$ cat src/rtl/whackamole_core.sv
// Whack-a-mole game engine: synchronised switch edges whack LFSR-spawned moles
// on a tick-driven timeline, with score, miss and time bookkeeping.
module whackamole_core #(
  parameter int N_HOLES    = 8,
  parameter int TICK_DIV   = 50000000,
  parameter int MOLE_LIFE  = 3,
  parameter int GAME_TICKS = 60,
  parameter int MAX_MISSES = 5,
  parameter int SCORE_W    = 10,
  parameter int PENALTY    = 0
) (
  input  logic               clk,
  input  logic               rst,
  input  logic               start,
  input  logic [N_HOLES-1:0] sw,
  output logic [N_HOLES-1:0] mole,
  output logic [SCORE_W-1:0] score,
  output logic [3:0]         misses,
  output logic [7:0]         time_left,
  output logic [1:0]         state,
  output logic               hit_pulse
);

  localparam logic [1:0] ST_IDLE = 2'b00;
  localparam logic [1:0] ST_PLAY = 2'b01;
  localparam logic [1:0] ST_OVER = 2'b10;

  localparam int TW = (TICK_DIV > 1) ? $clog2(TICK_DIV) : 1;
  localparam int CW = $clog2(N_HOLES + 1);
  localparam int XW = SCORE_W + CW + 1;
  localparam logic [XW-1:0] SCORE_MAX = {{(XW-SCORE_W){1'b0}}, {SCORE_W{1'b1}}};

  logic [N_HOLES-1:0] sw_s1_reg, sw_s2_reg, sw_s3_reg, whack_reg;
  logic [TW-1:0]      tick_cnt_reg;
  logic [15:0]        lfsr_reg, lfsr_next;
  logic [1:0]         state_reg;
  logic [N_HOLES-1:0] mole_reg, mole_next;
  logic [3:0]         life_reg  [N_HOLES];
  logic [3:0]         life_next [N_HOLES];
  logic [SCORE_W-1:0] score_reg, score_next;
  logic [3:0]         misses_reg, misses_next;
  logic [7:0]         time_reg, time_next;
  logic               hit_pulse_reg;

  logic               play, tick, clear_all, game_end;
  logic [3:0]         spawn_idx;
  logic [N_HOLES-1:0] hit, dark, spawn, expire;
  logic [CW-1:0]      hit_cnt, dark_cnt, exp_cnt;
  logic [XW-1:0]      score_sum, score_pen;
  logic [5:0]         miss_sum;

  assign play      = (state_reg == ST_PLAY);
  assign tick      = play && (tick_cnt_reg == TW'(TICK_DIV - 1));
  assign spawn_idx = lfsr_reg[3:0];
  assign lfsr_next = {1'b0, lfsr_reg[15:1]} ^ (lfsr_reg[0] ? 16'hB400 : 16'h0000);

  // A hole index at or above N_HOLES never matches any gi, so it simply spawns nothing.
  generate
    for (genvar gi = 0; gi < N_HOLES; gi++) begin : g_hole
      assign hit[gi]    = play && whack_reg[gi] && mole_reg[gi];
      assign dark[gi]   = play && whack_reg[gi] && !mole_reg[gi];
      assign spawn[gi]  = tick && (spawn_idx == 4'(gi)) && !mole_reg[gi];
      assign expire[gi] = tick && mole_reg[gi] && (life_reg[gi] == 4'd1) && !hit[gi];

      assign mole_next[gi] = clear_all     ? 1'b0 :
                             hit[gi]       ? 1'b0 :
                             spawn[gi]     ? 1'b1 :
                             expire[gi]    ? 1'b0 : mole_reg[gi];

      assign life_next[gi] = (clear_all || hit[gi]) ? 4'd0 :
                             spawn[gi]              ? 4'(MOLE_LIFE) :
                             (tick && mole_reg[gi]) ? life_reg[gi] - 4'd1 : life_reg[gi];
    end
  endgenerate

  always_comb begin
    hit_cnt  = '0;
    dark_cnt = '0;
    exp_cnt  = '0;
    for (int i = 0; i < N_HOLES; i++) begin
      hit_cnt  = hit_cnt + CW'(hit[i]);
      dark_cnt = dark_cnt + CW'(dark[i]);
      exp_cnt  = exp_cnt + CW'(expire[i]);
    end
  end

  // Hits and penalties are summed in a wider word so the clamp sees the true result.
  always_comb begin
    score_sum = XW'(score_reg) + XW'(hit_cnt);
    score_pen = (PENALTY != 0) ? XW'(dark_cnt) : '0;
    if (score_sum < score_pen)
      score_next = '0;
    else if ((score_sum - score_pen) > SCORE_MAX)
      score_next = '1;
    else
      score_next = SCORE_W'(score_sum - score_pen);
  end

  assign miss_sum    = 6'(misses_reg) + 6'(exp_cnt);
  assign misses_next = (miss_sum > 6'd15) ? 4'd15 : miss_sum[3:0];
  assign time_next   = tick ? time_reg - 8'd1 : time_reg;
  assign game_end    = play && ((time_next == 8'd0) || (misses_next >= 4'(MAX_MISSES)));
  assign clear_all   = !play || game_end;

  always_ff @(posedge clk) begin
    if (!rst) begin
      sw_s1_reg     <= '0;
      sw_s2_reg     <= '0;
      sw_s3_reg     <= '0;
      whack_reg     <= '0;
      tick_cnt_reg  <= '0;
      lfsr_reg      <= 16'hACE1;
      state_reg     <= ST_IDLE;
      mole_reg      <= '0;
      for (int i = 0; i < N_HOLES; i++) life_reg[i] <= 4'd0;
      score_reg     <= '0;
      misses_reg    <= 4'd0;
      time_reg      <= 8'd0;
      hit_pulse_reg <= 1'b0;
    end else begin
      sw_s1_reg <= sw;
      sw_s2_reg <= sw_s1_reg;
      sw_s3_reg <= sw_s2_reg;
      whack_reg <= sw_s2_reg ^ sw_s3_reg;
      lfsr_reg  <= lfsr_next;
      mole_reg  <= mole_next;
      life_reg  <= life_next;
      case (state_reg)
        ST_IDLE: begin
          hit_pulse_reg <= 1'b0;
          if (start) begin
            state_reg    <= ST_PLAY;
            score_reg    <= '0;
            misses_reg   <= 4'd0;
            time_reg     <= 8'(GAME_TICKS);
            tick_cnt_reg <= '0;
          end
        end
        ST_PLAY: begin
          score_reg     <= score_next;
          misses_reg    <= misses_next;
          time_reg      <= time_next;
          hit_pulse_reg <= |hit;
          tick_cnt_reg  <= tick ? '0 : tick_cnt_reg + TW'(1);
          if (game_end) state_reg <= ST_OVER;
        end
        ST_OVER: begin
          hit_pulse_reg <= 1'b0;
          if (start) state_reg <= ST_IDLE;
        end
        default: begin
          hit_pulse_reg <= 1'b0;
          state_reg     <= ST_IDLE;
        end
      endcase
    end
  end

  assign mole      = mole_reg;
  assign score     = score_reg;
  assign misses    = misses_reg;
  assign time_left = time_reg;
  assign state     = state_reg;
  assign hit_pulse = hit_pulse_reg;

endmodule
$ cat config.mk
export PLATFORM = sky130hd
export DESIGN_NAME = whackamole_core
export DESIGN_NICKNAME = d
export VERILOG_FILES = /design/src/rtl/whackamole_core.sv
export SDC_FILE = /design/constraint.sdc
export NUM_CORES = 1
export LEC_CHECK = 0
export BUFFER_PORTS_ARGS = -buffer_cell sky130_fd_sc_hd__buf_2
export CORE_MARGIN = 5
export CORE_UTILIZATION = 30
export DETAILED_ROUTE_END_ITERATION = 10
export PLACE_DENSITY = 0.47
export REMOVE_ABC_BUFFERS = 1
export SLEW_MARGIN = 20
export SYNTH_ARGS = -nofsm -noshare
export SYNTH_HDL_FRONTEND = slang
export SYNTH_SLANG_ARGS = --single-unit
$ cat constraint.sdc
create_clock -name clk -period 6.3 [get_ports clk]
set_input_delay 1.89 -clock clk [delete_from_list [all_inputs] [get_ports clk]]
set_output_delay 1.89 -clock clk [all_outputs]
set_load 0.005 [all_outputs]
After elaboration in Yosys (flattened, before gate mapping)
Index checks and enable logic that the tools add are counted.
{"block": "word_totals", "reg_bits": 139, "input_bits": 11, "output_inout_bits": 33, "wordCells": 272}
{"block": "classes", "add_sub_neg": 26, "n_lt_le_gt_ge": 4, "n_eq_ne": 21, "n_mux": 50, "n_bitwise": 3, "n_reduce_logical": 133}
{"op": "$logic_and 1x1->1", "count": 58}
{"op": "$mux 26", "count": 2}
{"op": "$pmux 26 s2", "count": 1}
{"op": "$reduce_or 3->1", "count": 16}
{"op": "$mux 2", "count": 19}
{"op": "$eq 4x1->1 const B", "count": 9}
{"op": "$reduce_bool 2->1", "count": 17}
{"op": "$add 4x1->4", "count": 8}
{"op": "$sub 4x1->4 const B", "count": 8}
{"op": "$mux 10", "count": 3}
{"op": "$add 26x1->26 const B", "count": 1}
{"op": "$eq 26x26->1 const B", "count": 1}
{"op": "$pmux 10 s2", "count": 1}
{"op": "$logic_not 1->1", "count": 17}
{"op": "$eq 4x3->1 const B", "count": 4}
{"op": "$mux 1", "count": 16}
{"op": "$mux 16", "count": 1}
{"op": "$mux 8", "count": 2}
{"op": "$pmux 8 s2", "count": 1}
{"op": "$reduce_or 2->1", "count": 8}
{"op": "$xor 15x16->16", "count": 1}
{"op": "$add 10x4->11", "count": 1}
{"op": "$gt 11x10->1 const B", "count": 1}
{"op": "$lt 11x1->1 const B", "count": 1}
{"op": "24 further kinds", "count": 40}

Depth between registers and ports, before layout
{"block": "depth", "depth_word": 21, "mapped_depth": 23, "depth_no_buf": 20}

Worst setup path after synthesis
OpenSTA, ideal clock, no wires.
{"block": "synth_timing", "path_type": "register to register", "startpoint": "register tick_cnt_reg[0]", "endpoint": "register life_reg[18] (netlist name)", "setup_ps": 100, "arrival_time_ps": 5183, "t_required_ps": 6200, "setup_slack_ps": 1018, "path_stages_with_launch": 22, "path_buffers": 4, "synth_period_minus_slack_ps": 5282, "cell_sequence": "dfxtp_1 > ha_1 > nand2_1 > or4_4 > buf_6 > nor2_4 > buf_6 > buf_2 > and3_1 > fa_1 > inv_1 > fa_1 > inv_1 > fa_1 > fa_1 > a21o_1 > a2111oi_0 > o22ai_1 > nor2_1 > o21ai_2 > buf_6 > a2111oi_4"}
{"block": "synth_between", "elab_chain_cells": 21, "word_cells_on_any_way": 46, "classes_between": "8 x add/sub; 2 x order compare; 1 x eq/ne; 2 x mux; 33 x reduce/logical"}
{"element": "start, declared", "line_no": "34", "text": "logic [TW-1:0] tick_cnt_reg;"}
{"element": "start signal, assigned", "line_no": "144", "text": "tick_cnt_reg <= tick ? '0 : tick_cnt_reg + TW'(1);"}
{"element": "$eq 26x26->1 (*)", "line_no": "53", "text": "assign tick = play && (tick_cnt_reg == TW'(TICK_DIV - 1));"}
{"element": "$logic_and 1x1->1 (*)", "line_no": "53"}
{"element": "$logic_and 1x1->1 (3 in a row)", "line_no": "63", "text": "assign expire[gi] = tick && mole_reg[gi] && (life_reg[gi] == 4'd1) && !hit[gi];"}
{"element": "$add 1x1->2", "line_no": "83", "text": "exp_cnt = exp_cnt + CW'(expire[i]);"}
{"element": "$add 2x1->3", "line_no": "83"}
{"element": "$add 3x1->4", "line_no": "83"}
{"element": "$add 4x1->4 (4 in a row)", "line_no": "83"}
{"element": "$add 4x4->5", "line_no": "99", "text": "assign miss_sum = 6'(misses_reg) + 6'(exp_cnt);"}
{"element": "$gt 5x4->1", "line_no": "100", "text": "assign misses_next = (miss_sum > 6'd15) ? 4'd15 : miss_sum[3:0];"}
{"element": "$mux 4", "line_no": "100"}
{"element": "$ge 4x3->1", "line_no": "102", "text": "assign game_end = play && ((time_next == 8'd0) || (misses_next >= 4'(MAX_MISSES)));"}
{"element": "$logic_or 1x1->1", "line_no": "102"}
{"element": "$logic_and 1x1->1", "line_no": "102"}
{"element": "$logic_or 1x1->1", "line_no": "103", "text": "assign clear_all = !play || game_end;"}
{"element": "$logic_or 1x1->1", "line_no": "70", "text": "assign life_next[gi] = (clear_all || hit[gi]) ? 4'd0 :"}
{"element": "$reduce_or 3->1 (no line)"}
{"element": "end signal, assigned", "line_no": "127", "text": "life_reg <= life_next;"}
{"element": "end, declared", "line_no": "38", "text": "logic [3:0] life_reg [N_HOLES];"}
Mark *: on every way between the ends. The rest lies on a longest branch, timed or not.
A chain may end at the register's enable or synchronous reset.

Worst setup path after layout
Same ends and word-level chain as after synthesis.

==> results.cfg <==
[status]
status = complete, no violations

[layout]
nFillCells = 2488
final_cells = 1152
seqCellArea_mm2 = 0.002783
drive_gt1_share_pct = 13.45
area_growth_pct = 15.47
final_nets = 872
final_util_pct = 34.76
largest_reg_flops = 32
multi_input_area_mm2 = 0.003875
antenna_cells = 0

[global_route]
track_usage_pct = 14.35
grt_antenna_before_repair = 0
grt_overflow = 0
grt_max_degree = 47
grt_pass1_wl_mm = 30.44
grt_pass1_vias = 5521

[timing]
fmax_mhz = 176.4
setup_violations = 0
skew_ns = 0.01834
drv_slew = 0
worst_slew_pin_slew_ns = 0.9602
fin_ws_ns = 0.6308
finalCritPeriodShare_pct = 89.99
hold_viol = 0
max-slew-margin-rel_pct = 35.75
min_period_ns = 5.669
rsz0062_at_grt = no
setup-tns-final_ns = 0

[drt]
wirelength_mm = 18.30
drcViolationCount = 0
wl_per_cell_um = 15.89
drtIter0Drc = 312
routed_via_density = 4.938
detail-route-antenna-nets = 0
first_pass_iters = 5
vias = 5688

[worst_hold_path]
hold_class = reg -> reg

[placed_design]
dp_slack_ns = 0.6066
dpl.cell_count = 1121
numPortBuffers = 43
gp_congestion = 0.7903
dp_hpwl_mm = 12.81

[die]
core-area_mm2 = 0.02326
die_w_um = 162.8
ios = 44
start_util_pct = 30.10
die_h_um = 162.8
die_area_mm2 = 0.02650
rows = 56

[clock_tree]
cts-buffers-inserted = 17
root_buffer = clkbuf_16
cts.repair.resized = 0
clockBufferDepth = 2
htreeDepth = 4
clock_latency_ns = 0.43
ctsHoldBuffers = 0
post_cts_buffers = 0
clock-sinks = 139
cts_tree = yes
clk_pin_slew_ns = 0.06

[setup_path]
required_ns = 6.64
worst_ep_arrival_time_ns = 6.01
endpoint_kind = flip-flop
critPathKind = reg -> reg
path_max_fanout = 27
start_kind = flip-flop

[power]
p_leak_nw = 3.059
power.density_mw_per_mm2 = 255.5
power_mw = 2.066
vdd_ir_drop_max_mv = 0.1305

[synthesis]
avgSynthCellArea_um2 = 8.865
synth_seq_area_share_pct = 39.74
synth_edf_count = 0
syn_area_mm2 = 0.007003
synth.distinct_cells = 71
syn_inst = 790
ys_seq_elements = 139
ys_warn_count = 0
synth_ff_type = dfxtp_1
async_reset_ff_share_pct = 0

[flow_run]
cap_violations = 0
==> per-layer routing <==
metal / up-vias / track usage [%] / part of all wire (%)
li1: 2850 / - / -
met1: 2723 / 20.21 / 50
met2: 97 / 21.89 / 45
met3: 18 / 3.442 / 3.8
met4: 0 / 4.194 / 1.1
met5: - / 0 / 0
==> area by class of cell <==
class | instances | area share [%]
multi-input combinational | 571 | 47.92
inverter | 37 | 1.717
sequential | 139 | 34.41
clock inverter | 13 | 1.934
timing repair buffer | 55 | 3.775
tap | 319 | 4.936
clock buffer | 18 | 5.307
==> layout by cell type, fill, tap and decap left out, types with 3 or more instances in the layout <==
cell,Yosys,layout
nand3_1,35,35
xnor2_1,22,22
inv_1,36,36
a22o_1,4,4
o31ai_1,7,7
o21bai_1,3,3
fa_1,10,10
o21ai_1,4,4
nor3_1,26,26
inv_6,0,4
clkbuf_16,0,17
or4_1,9,9
and2_1,42,42
buf_2,9,43
or3_1,5,5
a211oi_1,10,10
and3_1,18,18
nor4b_1,5,5
a31oi_1,11,11
o21a_1,5,5
buf_4,1,12
nor2_1,55,55
dfxtp_1,139,139
clkinvlp_4,0,4
nand4_1,12,12
a21o_1,9,9
nor4_2,4,4
xor2_1,17,17
and4_1,3,3
nor2b_1,10,10
o21ai_0,52,52
a21boi_0,3,3
nand2b_1,10,10
a21oi_1,33,33
ha_1,30,30
nor4_1,15,15
nor3b_1,5,5
a41oi_1,3,3
nor3_2,3,3
nand2_1,55,55
==> power by group <==
group / switching, mW / total, mW / internal, mW
registers: 0.0208 / 0.922 / 0.901
clock network: 0.420 / 1.01 / 0.591
logic: 0.0866 / 0.133 / 0.0464
==> metrics by stage <==
| step | hold slack (ns) | area, um^2 |
|---|---|---|
| final | 0.4045 | 8087 |
| after global routing | 0.4294 | 8087 |
| after CTS | 0.4113 | 8087 |
| after detailed placement | 0.3925 | 7501 |
| after global placement | 0.3907 | 7501 |
| after floorplan | 0.3863 | 6789 |
==> path summary, 6_finish.rpt <==
path                                      from                         to  slack, ns  depth (start not counted)
hold reg to reg         lfsr_reg[6]$_SDFF_PN1_     lfsr_reg[5]$_SDFF_PN1_       0.40                          1
setup reg to reg  tick_cnt_reg[0]$_SDFFE_PN0P_  life_reg[18]$_SDFFE_PP0P_       0.63                         19
hold / removal          lfsr_reg[6]$_SDFF_PN1_     lfsr_reg[5]$_SDFF_PN1_       0.40                          1
setup / recovery  tick_cnt_reg[0]$_SDFFE_PN0P_  life_reg[18]$_SDFFE_PP0P_       0.63                         19
==> critical path, stage by stage (launching register included) <==
cell and delay (ns):
dfxtp_1 0.43, ha_1 0.27, nand2_1 0.07, or4_4 0.57
nor2_4 0.16, nand2_2 0.10, nor2_1 0.13, fa_1 0.43
inv_1 0.09, fa_1 0.38, inv_1 0.08, fa_1 0.41
fa_1 0.45, a21o_1 0.20, a2111oi_0 0.53, o22ai_1 0.23
nor2_1 0.22, o21ai_4 0.19, buf_4 0.30, a2111oi_4 0.33
==> logic make-up (layout without fill, tap and decap cells) <==
logic type                 count (synthesis)  in the layout  synth area share, %
and+or+nand+nor                          332            332                27.34
AOI/OAI and AO/OA                        159            159                14.58
DFF                                      139            139                39.74
buffers and inverters                     80            123                5.038
adders and majority gates                 40             40                8.219
xor gates and xnor gates                  39             39                4.878
muxes                                      1              1               0.2143
==> synthesized netlist by cell type (10+ instances only) <==
cell	count	area, um^2
a211oi_1	10	75.07
o21ai_0	52	260.3
nor3_1	26	130.1
inv_1	36	135.1
fa_1	10	200.2
nand3_1	35	175.2
a21oi_1	33	165.2
nand2_1	55	206.5
dfxtp_1	139	2783
and2_1	42	262.8
xor2_1	17	148.9
ha_1	30	375.4
nor4_1	15	93.84
and3_1	18	112.6
clkbuf_1	28	105.1
a31oi_1	11	68.82
nor2b_1	10	62.56
nor2_1	55	206.5
nand4_1	12	75.07
xnor2_1	22	192.7
nand2b_1	10	62.56
Power figures use the tool's default switching activity.
